==> src/rtl/lsu_pkg.sv <==
// Shared encodings for the load/store unit: access sizes, FSM states and
// the request legality check applied when a request is accepted.
package lsu_pkg;

    localparam logic [1:0] SIZE_BYTE = 2'b00;
    localparam logic [1:0] SIZE_HALF = 2'b01;
    localparam logic [1:0] SIZE_WORD = 2'b10;
    localparam logic [1:0] SIZE_BAD  = 2'b11;

    typedef enum logic [2:0] {
        IDLE,
        RD,
        WR,
        DONE,
        FAULT
    } lsu_state_e;

    // A request is illegal if its size code is unused, it is misaligned for
    // its size, or it falls outside the populated memory.
    function automatic logic req_illegal(input logic [1:0]  size,
                                         input logic [31:0] addr,
                                         input logic [31:0] mem_bytes);
        logic bad;
        bad = 1'b0;
        if (size == SIZE_BAD)
            bad = 1'b1;
        if (size == SIZE_HALF && addr[0] != 1'b0)
            bad = 1'b1;
        if (size == SIZE_WORD && addr[1:0] != 2'b00)
            bad = 1'b1;
        if (addr >= mem_bytes)
            bad = 1'b1;
        return bad;
    endfunction

endpackage

==> src/rtl/lsu_align.sv <==
// Byte/half lane steering: extracts and extends load data from a bus word and
// merges sub-word store data into a previously read bus word.
module lsu_align
    import lsu_pkg::*;
(
    input  logic [31:0] word,
    input  logic [1:0]  addr_lo,
    input  logic [1:0]  size,
    input  logic        is_unsigned,
    input  logic [31:0] st_data,
    output logic [31:0] ld_val,
    output logic [31:0] st_word
);

    logic [7:0]  byte_lane;
    logic [15:0] half_lane;
    logic        sign_fill;

    always_comb begin
        byte_lane = word[{addr_lo, 3'b000} +: 8];
        half_lane = addr_lo[1] ? word[31:16] : word[15:0];
        sign_fill = 1'b0;
        ld_val    = word;
        st_word   = st_data;
        case (size)
            SIZE_BYTE: begin
                sign_fill = ~is_unsigned & byte_lane[7];
                ld_val    = {{24{sign_fill}}, byte_lane};
                st_word   = word;
                st_word[{addr_lo, 3'b000} +: 8] = st_data[7:0];
            end
            SIZE_HALF: begin
                sign_fill = ~is_unsigned & half_lane[15];
                ld_val    = {{16{sign_fill}}, half_lane};
                st_word   = addr_lo[1] ? {st_data[15:0], word[15:0]}
                                       : {word[31:16], st_data[15:0]};
            end
            default: begin
                ld_val  = word;
                st_word = st_data;
            end
        endcase
    end

endmodule

==> src/rtl/load_store_unit.sv <==
// Multi-cycle load/store unit: one request at a time over a req/ack word bus,
// sub-word stores by read-modify-write, per-phase ack timeout into sticky FAULT.
//
//   state | meaning
//   IDLE  | waiting for start; request latched and checked here
//   RD    | bus read phase (loads and sub-word stores)
//   WR    | bus write phase (merged word or full store word)
//   DONE  | one-cycle completion pulse
//   FAULT | illegal request or bus timeout; held until reset
module load_store_unit
    import lsu_pkg::*;
#(
    parameter int unsigned MEM_BYTES = 4096,
    parameter int unsigned TIMEOUT   = 255
) (
    input  logic        clk,
    input  logic        reset,
    input  logic        start,
    input  logic        write,
    input  logic [2:0]  op,
    input  logic [31:0] addr,
    input  logic [31:0] wdata,
    output logic [31:0] rdata,
    output logic        done,
    output logic        busy,
    output logic        fault,
    output logic        bus_req,
    output logic        bus_we,
    output logic [31:0] bus_addr,
    output logic [31:0] bus_wdata,
    input  logic [31:0] bus_rdata,
    input  logic        bus_ack
);

    localparam logic [31:0] MEM_LIMIT = 32'(MEM_BYTES);
    localparam logic [7:0]  WAIT_LAST = 8'(TIMEOUT - 1);

    lsu_state_e  state_q, state_d;
    logic        write_q, write_d;
    logic [2:0]  op_q, op_d;
    logic [31:0] addr_q, addr_d;
    logic [31:0] wdata_q, wdata_d;
    logic [31:0] rdata_q, rdata_d;
    logic [7:0]  wait_q, wait_d;

    logic [31:0] ld_val;
    logic [31:0] st_word;
    logic        timed_out;

    lsu_align u_align (
        .word        (bus_rdata),
        .addr_lo     (addr_q[1:0]),
        .size        (op_q[1:0]),
        .is_unsigned (op_q[2]),
        .st_data     (wdata_q),
        .ld_val      (ld_val),
        .st_word     (st_word)
    );

    always_ff @(posedge clk) begin
        if (reset) begin
            state_q <= IDLE;
            write_q <= 1'b0;
            op_q    <= 3'b000;
            addr_q  <= 32'h0;
            wdata_q <= 32'h0;
            rdata_q <= 32'h0;
            wait_q  <= 8'h0;
        end else begin
            state_q <= state_d;
            write_q <= write_d;
            op_q    <= op_d;
            addr_q  <= addr_d;
            wdata_q <= wdata_d;
            rdata_q <= rdata_d;
            wait_q  <= wait_d;
        end
    end

    // Last allowed wait cycle of a phase: no ack here means FAULT next.
    assign timed_out = (wait_q == WAIT_LAST);

    always_comb begin
        state_d = state_q;
        write_d = write_q;
        op_d    = op_q;
        addr_d  = addr_q;
        wdata_d = wdata_q;
        rdata_d = rdata_q;
        wait_d  = 8'h0;

        case (state_q)
            IDLE: begin
                if (start) begin
                    write_d = write;
                    op_d    = op;
                    addr_d  = addr;
                    wdata_d = wdata;
                    if (req_illegal(op[1:0], addr, MEM_LIMIT))
                        state_d = FAULT;
                    else if (write && op[1:0] == SIZE_WORD)
                        state_d = WR;
                    else
                        state_d = RD;
                end
            end
            RD: begin
                if (bus_ack) begin
                    if (write_q) begin
                        wdata_d = st_word;
                        state_d = WR;
                    end else begin
                        rdata_d = ld_val;
                        state_d = DONE;
                    end
                end else if (timed_out) begin
                    state_d = FAULT;
                end else begin
                    wait_d = wait_q + 8'd1;
                end
            end
            WR: begin
                if (bus_ack)
                    state_d = DONE;
                else if (timed_out)
                    state_d = FAULT;
                else
                    wait_d = wait_q + 8'd1;
            end
            DONE: begin
                state_d = IDLE;
            end
            FAULT: begin
                state_d = FAULT;
            end
            default: begin
                state_d = IDLE;
            end
        endcase
    end

    assign bus_req   = (state_q == RD) || (state_q == WR);
    assign bus_we    = (state_q == WR);
    assign bus_addr  = {addr_q[31:2], 2'b00};
    assign bus_wdata = wdata_q;
    assign rdata     = rdata_q;
    assign done      = (state_q == DONE);
    assign busy      = (state_q != IDLE);
    assign fault     = (state_q == FAULT);

endmodule

==> config.mk <==
export PLATFORM = sky130hd
export DESIGN_NAME = load_store_unit
export DESIGN_NICKNAME = d
export VERILOG_FILES = /design/src/rtl/lsu_pkg.sv /design/src/rtl/lsu_align.sv /design/src/rtl/load_store_unit.sv
export SDC_FILE = /design/constraint.sdc
export NUM_CORES = 1
export LEC_CHECK = 0
export ABC_AREA = 1
export ABC_CLOCK_PERIOD_IN_PS = 5600
export BUFFER_PORTS_ARGS = -buffer_cell sky130_fd_sc_hd__buf_4
export CAP_MARGIN = 20
export CORE_ASPECT_RATIO = 1.25
export CORE_MARGIN = 4
export CORE_UTILIZATION = 55
export CTS_BUF_LIST = sky130_fd_sc_hd__clkbuf_16
export DETAILED_ROUTE_END_ITERATION = 10
export PLACE_DENSITY = 0.85
export SLEW_MARGIN = 10
export SYNTH_ARGS = -nofsm -noshare
export SYNTH_HDL_FRONTEND = slang
export SYNTH_SLANG_ARGS = --single-unit
==> constraint.sdc <==
create_clock -name clk -period 5.6 [get_ports clk]
set_input_delay 0.84 -clock clk [delete_from_list [all_inputs] [get_ports clk]]
set_output_delay 0.84 -clock clk [all_outputs]
set_load 0.03 [all_outputs]
=== Yosys cells after proc, flatten, opt, wreduce, memory -nomap -nowiden ===
Cells that the tools add are included.

* Register bits: 111
* Latch bits: 0
* Bits in writable memories: 0
* Memory bits (read-only): 0
* Input port bits: 104
* Output and inout port bits: 101
* Logic and storage cells: 71
* Memories kept: 0

* $add $sub $neg: 2
* $mul: 0
* Div/mod/pow operators: 0
* Magnitude comparators: 1
* Equal/unequal tests: 14
* Shifts and indexed selects: 3
* Muxes and demuxes: 23
* Bitwise operators: 5
* Reductions and logical operators: 15

{| class="wikitable"
|+ Operators by type and width
! operator !! count
|-
| $pmux 32 s2 || 3
|-
| $mux 32 || 4
|-
| $bwmux 32 || 1
|-
| $ge 32x13->1 const B || 1
|-
| $shift 8x7->32 const A || 1
|-
| $shiftx 32x6->8 || 1
|-
| $shiftx 8x7->32 || 1
|-
| $mux 16 || 1
|-
| $mux 3 || 5
|-
| $pmux 3 s4 || 1
|-
| $add 8x1->8 const B || 1
|-
| $eq 8x8->1 const B || 1
|-
| $mux 1 || 7
|-
| $neg 5->7 || 1
|-
| $eq 3x2->1 const B || 2
|-
| $ne 2x2->1 const B || 3
|-
| $reduce_and 6->1 || 1
|-
| $reduce_and 5->1 || 1
|-
| $eq 2x1->1 const B || 2
|-
| $eq 2x2->1 const B || 2
|-
| $reduce_bool 2->1 || 2
|-
| $reduce_or 4->1 || 1
|-
| $eq 3x1->1 const B || 1
|-
| $eq 3x3->1 const B || 1
|-
| 13 further kinds || 18
|}

=== Logic depth before layout (Yosys ltp) ===
Gate-level depths: netlist of the first run.

* Word-level depth: 10
* Mapped depth: 12
* Mapped depth without buffers: 11

=== By module ===
Synthesis of the first run repeated with hierarchy kept, for this count alone.

* Cell total of the unflattened synthesis: 1,175
* Area total of the unflattened synthesis: 6,937.9 µm²

{| class="wikitable"
|+ By module, submodules not included
! module !! times used !! cells each !! area an instance (µm²)
|-
| load_store_unit || 1 || 758 || 5,038.6
|-
| lsu_align || 1 || 417 || 1,899.3
|}

=== Worst setup path after synthesis of the first run ===
No wires, ideal clock.

* Kind: register -> output
* Start point: register state_q[0]
* End point: output port done
* Arrival time: 1.249 ns
* Required time: 4.760 ns
* Path slack: 3.511 ns
* Cell stages (with the launch flop): 5
* Buffers on the path: 2
* Cell sequence: dfxtp_1 -> buf_4 -> buf_2 -> nand2_1 -> nor2_1

* Word-level cells in the longest chain between the ends: 1

{| class="wikitable"
|+ RTL lines
! element !! line !! RTL
|-
| start: declaration || load_store_unit.sv:38 || <nowiki>lsu_state_e state_q, state_d;</nowiki>
|-
| start signal: assignment || load_store_unit.sv:70 || <nowiki>state_q <= state_d;</nowiki>
|-
| $eq 3x2->1 || load_store_unit.sv:147 || <nowiki>assign done = (state_q == DONE);</nowiki>
|-
| end: declaration || load_store_unit.sv:24 || <nowiki>output logic done,</nowiki>
|}

Every way passes these cells.

=== Worst setup path in the final report of the first run ===
* Start point: register state_q[0]
* End point: output port bus_req

* Word-level cells in the longest chain between the ends: 2
* Elaborated cells between the ends (all ways): 3
* Those cells by class: eq/ne (2); reduce/logical (1)

{| class="wikitable"
|+ RTL lines
! element !! line !! RTL
|-
| $eq 3x1->1 or $eq 3x2->1 (tied branches) || load_store_unit.sv:142 || <nowiki>assign bus_req = (state_q == RD) || (state_q == WR);</nowiki>
|-
| $logic_or 1x1->1 (*) || load_store_unit.sv:142 ||
|-
| end: declaration || load_store_unit.sv:27 || <nowiki>output logic bus_req,</nowiki>
|}

Mark *: on every way between the ends. The rest lies on a longest branch, timed or not.

==> results of run 1 <==
-- logic make-up after synthesis --
| kind of cell | count (synthesis) | share of synthesized area |
|---|---|---|
| simple gates | 498 | 0.332 |
| buf+inv | 162 | 0.121 |
| xor+xnor | 5 | 0.00674 |
| other cells | 1 | 0.000577 |
| flops | 111 | 0.342 |
| compound gates | 228 | 0.184 |
| fa+ha+maj | 7 | 0.0135 |
-- report_power, final --
group | internal (mW) | leakage, nW | switching, mW
clock | 0.302 | 0.127 | 0.314
combinational | 0.162 | 2.77 | 0.293
sequential | 0.823 | 0.907 | 0.0303
total | 1.29 | 3.81 | 0.637
-- per-stage QoR --
stage          instances  hold WS (ns)  total power, mW  setup slack (ns)
6_report            1288         0.465             1.92              2.33
4_1_cts             1288         0.466             1.92              2.36
5_1_grt             1288         0.484             2.00              2.17
2_1_floorplan       1013         0.430             1.15              3.51
3_3_place_gp        1272         0.445             1.32              2.84
3_5_place_dp        1272         0.453             1.32              2.77
-- critical path, stage by stage (launching register included) --
cell and delay (ns):
dfxtp_1 0.90, nand2_2 0.64, nand2_1 0.32, buf_4 0.20
-- cell type report --
cell class,instances,area [sq um]
clock buffers,9,225
clock inverters,7,47.5
fillers,1058,3560
inverters,75,284
multi-input cells,740,3490
flip-flops and latches,111,2220
well taps,138,173
repair buffers,208,1560
-- path summary, 6_finish.rpt --
| path | start | endpoint |
|---|---|---|
| worst max-delay path | state_q[0] | bus_req |
| worst min-delay path | addr_q[22] | addr_q[22] |
| worst max register to register | state_q[0] | bus_wdata[1] |
| worst min register to register | addr_q[22] | addr_q[22] |
-- layout by cell type (no fill, tap or decap), types with 2 or more instances in the layout --
| cell type | netlist | routed |
|---|---|---|
| a21boi_0 | 7 | 7 |
| a21boi_1 | 3 | 3 |
| a21oi_1 | 125 | 125 |
| a22oi_1 | 3 | 3 |
| a31oi_1 | 6 | 6 |
| buf_4 | 37 | 208 |
| clkbuf_16 | 0 | 9 |
| clkinv_2 | 0 | 2 |
| clkinvlp_4 | 0 | 3 |
| conb_1 | 1 | 2 |
| dfxtp_1 | 111 | 111 |
| ha_1 | 7 | 7 |
| inv_1 | 68 | 68 |
| inv_2 | 6 | 6 |
| nand2_1 | 270 | 270 |
| nand2_2 | 3 | 3 |
| nand2_4 | 2 | 2 |
| nand3_1 | 72 | 72 |
| nand3_2 | 3 | 3 |
| nand4_1 | 7 | 7 |
| nor2_1 | 110 | 109 |
| nor2_2 | 1 | 2 |
| nor2_4 | 5 | 5 |
| nor2_8 | 2 | 2 |
| nor3_1 | 8 | 8 |
| o21ai_0 | 66 | 66 |
| o21ai_1 | 9 | 9 |
| o22ai_1 | 7 | 7 |
| or2_2 | 11 | 11 |
| xor2_1 | 4 | 4 |
-- metal layers --
layer / up-vias / GRT usage
met5: - / 0
met4: 0 / 0.197
met3: 76 / 0.0513
met2: 348 / 0.537
met1: 3290 / 0.386
li1: 3509 / -
-- sequential cells by signal (all words and copies together) (netlist names) --
register	cells
addr_q	32
bus_wdata	32
rdata	32
wait_q	8
op_q	3
state_q	3
write_q	1
==> impl_metrics.toml, run 1 <==
[synthesis]
synth_common_cells = "nand2_1 (270), a21oi_1 (125), dfxtp_1 (111), nor2_1 (110), nand3_1 (72)"
synthArstFlopShare = 0
synth_top_area_frac = 0.342
synthTopCellsByArea = "dfxtp_1 (34%), nand2_1 (16%), a21oi_1 (9.6%)"
seq_area_frac_synth = 0.342
ys_warn_count = 0
yosysMostFrequentCell = "nand2_1"
synth.distinct_cells = 40
syn_avg_cell_area_sq_um = 6.42
synth-seq-cells = 111
synth_cells = 1012
syn_area_sq_um = 6490
synth_edf_count = 0
yosysTopAreaCell = "dfxtp_1"
synth_flop_cell = "dfxtp_1"

[clock_network]
postCtsHoldBufs = 0
clk_latency_ns = 0.36
cts_tree = "built"
htreeDepth = 3
numCtsBuffers = 9
cts_resized = 0
clkTransAtPathRegs_ns = 0.08
post-cts-setup-buffers = 0
cts-root-buf = "clkbuf_16"
clock-sinks = 111
clock_path_buffers = 2

[global_route]
grt.overflow.total = 0
first_global_vias = 6818
grt_first_pass_wirelength_um = 34700
grt_usage = 0.320
antenna_found_initial = 0
grt_start_max_net_pins = 55

[setup_path]
start_kind = "flip-flop"
critPathArrivalTime_ns = 2.43
cp.required_ns = 4.76
r2r_slack_ns = 2.85
end_kind = "output pin"
worst-setup-path-type = "flip-flop to output pin"
r2r_cells = 7
critPathMaxFanout = 30

[timing]
max_freq_ghz = 0.306
finClkSkew_ns = 0.00908
slew_headroom = 0.413
rsz0062_at_grt = "no"
tightest_slew_ns = 0.880
hold_viol = 0
fin_crit_ns = 3.27
fin_setup_tns_ns = 0
maxSlewViolCount = 0
finalSetupViolCount = 0
finalCritPeriodShare = 0.583

[final_layout]
fin_area_sq_um = 8010
final_nets = 1256
diodes = 0
final_util = 0.692
layout-drive-gt1-share = 0.227
area_growth_pct = 23.3

[routing]
wl_met1_um = 8680
drtAntennaViolNets = 0
routed_wl_um = 22400
drc_errors = 0
via_count = 7223
wl_met3_um = 1710
drt_first_pass_iters = 5
viasPerCell = 5.61
wire_per_inst_um = 17.4
met2_wirelength_um = 10700
dr.first_iter.drc_count = 483
highest_layer = "met4"

[floorplan]
start_util = 0.562
core_area_sq_um = 11600
dieWidth_um = 105
die_area_sq_um = 13600
die_h_um = 129
io_pins = 205
rows = 44

[run_status]
status = "complete, no violations"

[placed_design]
dpl.hpwl_um = 16600
globalplace.congestion = 0.989
dpl_cell_area_sq_um = 7730
numPortBuffers = 202

[power]
cellLeakagePower_nw = 3.81
ir_worst_vdd_mv = 0.142
power_density_nw_per_um2 = 240

[min_path]
min_path_cells = 2
hold_path_class = "flip-flop to flip-flop"

[run]
cap_violations = 0
No activity file was read; power rests on OpenSTA's default activity.
==> run 2, diff against run 1 <==
Settings changed: ABC_CLOCK_PERIOD_IN_PS 5600 to 2800, CORE_UTILIZATION 55 to 47, PLACE_DENSITY 0.85 to 0.77.
Clock period 5.6 ns to 2.8 ns, I/O delays scaled along.
==> run 2 against run 1 <==
Compared with the run above:
- clock skew hardly changed
- clock power is 100% higher
- wire length is 0.78% lower
- non-clock buffer count is 9 higher
- sequential share of layout area is 0.46 points lower
- total power is 100% higher
- sequential power is 100% higher
- sequential cell count stayed put
- hold slack worse by 0.12 ns
- global-route usage is 4.6 points lower
- final cell count is 3.3% higher
- die area is 16% higher
- critical endpoint is now bus_wdata[20]
- largest power group unchanged
- highest routed layer unchanged
==> impl_metrics.toml, run 2 (same netlist as run 1, synthesis figures left out) <==
[timing]
fin_crit_ns = 2.30
hold_viol = 0
fin_setup_tns_ns = 0
finalSetupViolCount = 0
maxSlewViolCount = 0
max_freq_ghz = 0.435
slew_headroom = 0.516
finalWorstSetupSlack_ns = 0.502
rsz0062_at_grt = "no"
tightest_slew_ns = 0.727
finalCritPeriodShare = 0.821
finClkSkew_ns = 0.00890

[placed_design]
numPortBuffers = 202
place_ws_ns = 0.576
dpl.hpwl_um = 16900
globalplace.congestion = 0.964
placed_cells = 1314

[clock_network]
post-cts-setup-buffers = 0
clk_latency_ns = 0.36
cts_resized = 0
cts-root-buf = "clkbuf_16"
clock-sinks = 111
clkTransAtPathRegs_ns = 0.08
cts_tree = "built"
clock_path_buffers = 2
numCtsBuffers = 9
postCtsHoldBufs = 0
htreeDepth = 3

[power]
ir_worst_vdd_mv = 0.348
cellLeakagePower_nw = 3.86
power_density_nw_per_um2 = 476

[min_path]
worstHoldEndpoint = "addr_q[3]"
min_path_cells = 3
min_from = "addr[3]"
hold_path_class = "input port to flip-flop"

[global_route]
antenna_found_initial = 0
first_global_vias = 6728
grt_start_max_net_pins = 54
grt_usage = 0.274
grt.overflow.total = 0
grt_first_pass_wirelength_um = 34600

[floorplan]
io_pins = 205
core_area_sq_um = 13400
die_h_um = 139
die_area_sq_um = 15800
start_util = 0.484
rows = 47
dieWidth_um = 113

[final_layout]
final_cells = 1330
layout-drive-gt1-share = 0.234
final_nets = 1265
diodes = 0
layout_common_cells = "nand2_1 (270), buf_4 (216), a21oi_1 (125), dfxtp_1 (111), nor2_1 (109)"
area_growth_pct = 25.3
mostFrequentLayoutCell = "nand2_1"

[routing]
drc_errors = 0
viasPerCell = 5.38
drtAntennaViolNets = 0
wire_per_inst_um = 16.7
drt_first_pass_iters = 5
via_count = 7149
dr.first_iter.drc_count = 595
routed_wl_um = 22200

[setup_path]
r2r_cells = 10
crit_slowest_cell = "dfxtp_1"
cp_slowest_stage_delay_ns = 0.60
worst-setup-path-type = "flip-flop to flip-flop"
end_kind = "flip-flop"
worstPathCellList = "inv_1 -> ha_1 -> inv_1 -> nor2_1 -> nand2_1 -> nand2_1 -> nand2_1 -> nand2_1 -> nand3_1 -> a21oi_1"
start_kind = "flip-flop"
critPathMaxFanout = 13
path_common_cell = "nand2_1"
critPathArrivalTime_ns = 2.59
regToRegStartpoint = "addr_q[0]"
r2r_slack_ns = 0.50
cp.required_ns = 3.09
r2r-end = "bus_wdata[20]"

[run]
cap_violations = 0

[run_status]
status = "complete, no violations"
run 2: worst max path at each step:
stage                          start             to  slack [ns]  depth (start not counted)
after floorplan            addr_q[1]   bus_wdata[8]        0.92                         10
after CTS                 state_q[1]           busy        0.55                          6
after global placement     addr_q[0]  bus_wdata[22]        0.61                         10
after detailed placement   addr_q[0]  bus_wdata[17]        0.58                         10
final                      addr_q[0]  bus_wdata[20]        0.50                         10
after global routing       addr_q[0]  bus_wdata[17]        0.28                         10
run 2: area by class of cell:
class,instances,area [sq um]
Clock buffer,9,225
Clock inverter,7,60.1
Fill cell,1340,5270
Inverter,75,284
Multi-Input combinational cell,740,3490
Sequential cell,111,2220
Tap cell,171,214
Timing Repair Buffer,217,1640
run 2: worst max-delay path, delay by kind of cell (launching register included):
family                     cells  cell delay [ns]
buffers and inverters          2             0.27
AOI/OAI and AO/OA              1             0.13
DFF                            1             0.60
adders and majority gates      1             0.35
and+or+nand+nor                6             0.87
run 2: metal layers:
metal / track usage / share of wire
met5: 0 / 0
met4: 0.133 / 0.044
met3: 0.0408 / 0.072
met2: 0.461 / 0.48
met1: 0.341 / 0.40
run 2: power breakdown:
group | switching [mW] | total, mW | internal (mW)
clock network | 0.640 | 1.25 | 0.614
registers | 0.0643 | 1.71 | 1.65
logic | 0.580 | 0.912 | 0.332
run 2: through the flow:
stage | util | total power, mW | hold WS [ns] | cell area, sq um
after floorplan | - | 2.31 | 0.430 | 6500
after global placement | 0.586 | 2.65 | 0.443 | 7850
after detailed placement | 0.586 | 2.65 | 0.455 | 7850
after CTS | 0.607 | 3.89 | 0.333 | 8140
after global routing | 0.607 | 4.06 | 0.337 | 8140
final | 0.607 | 3.88 | 0.343 | 8140
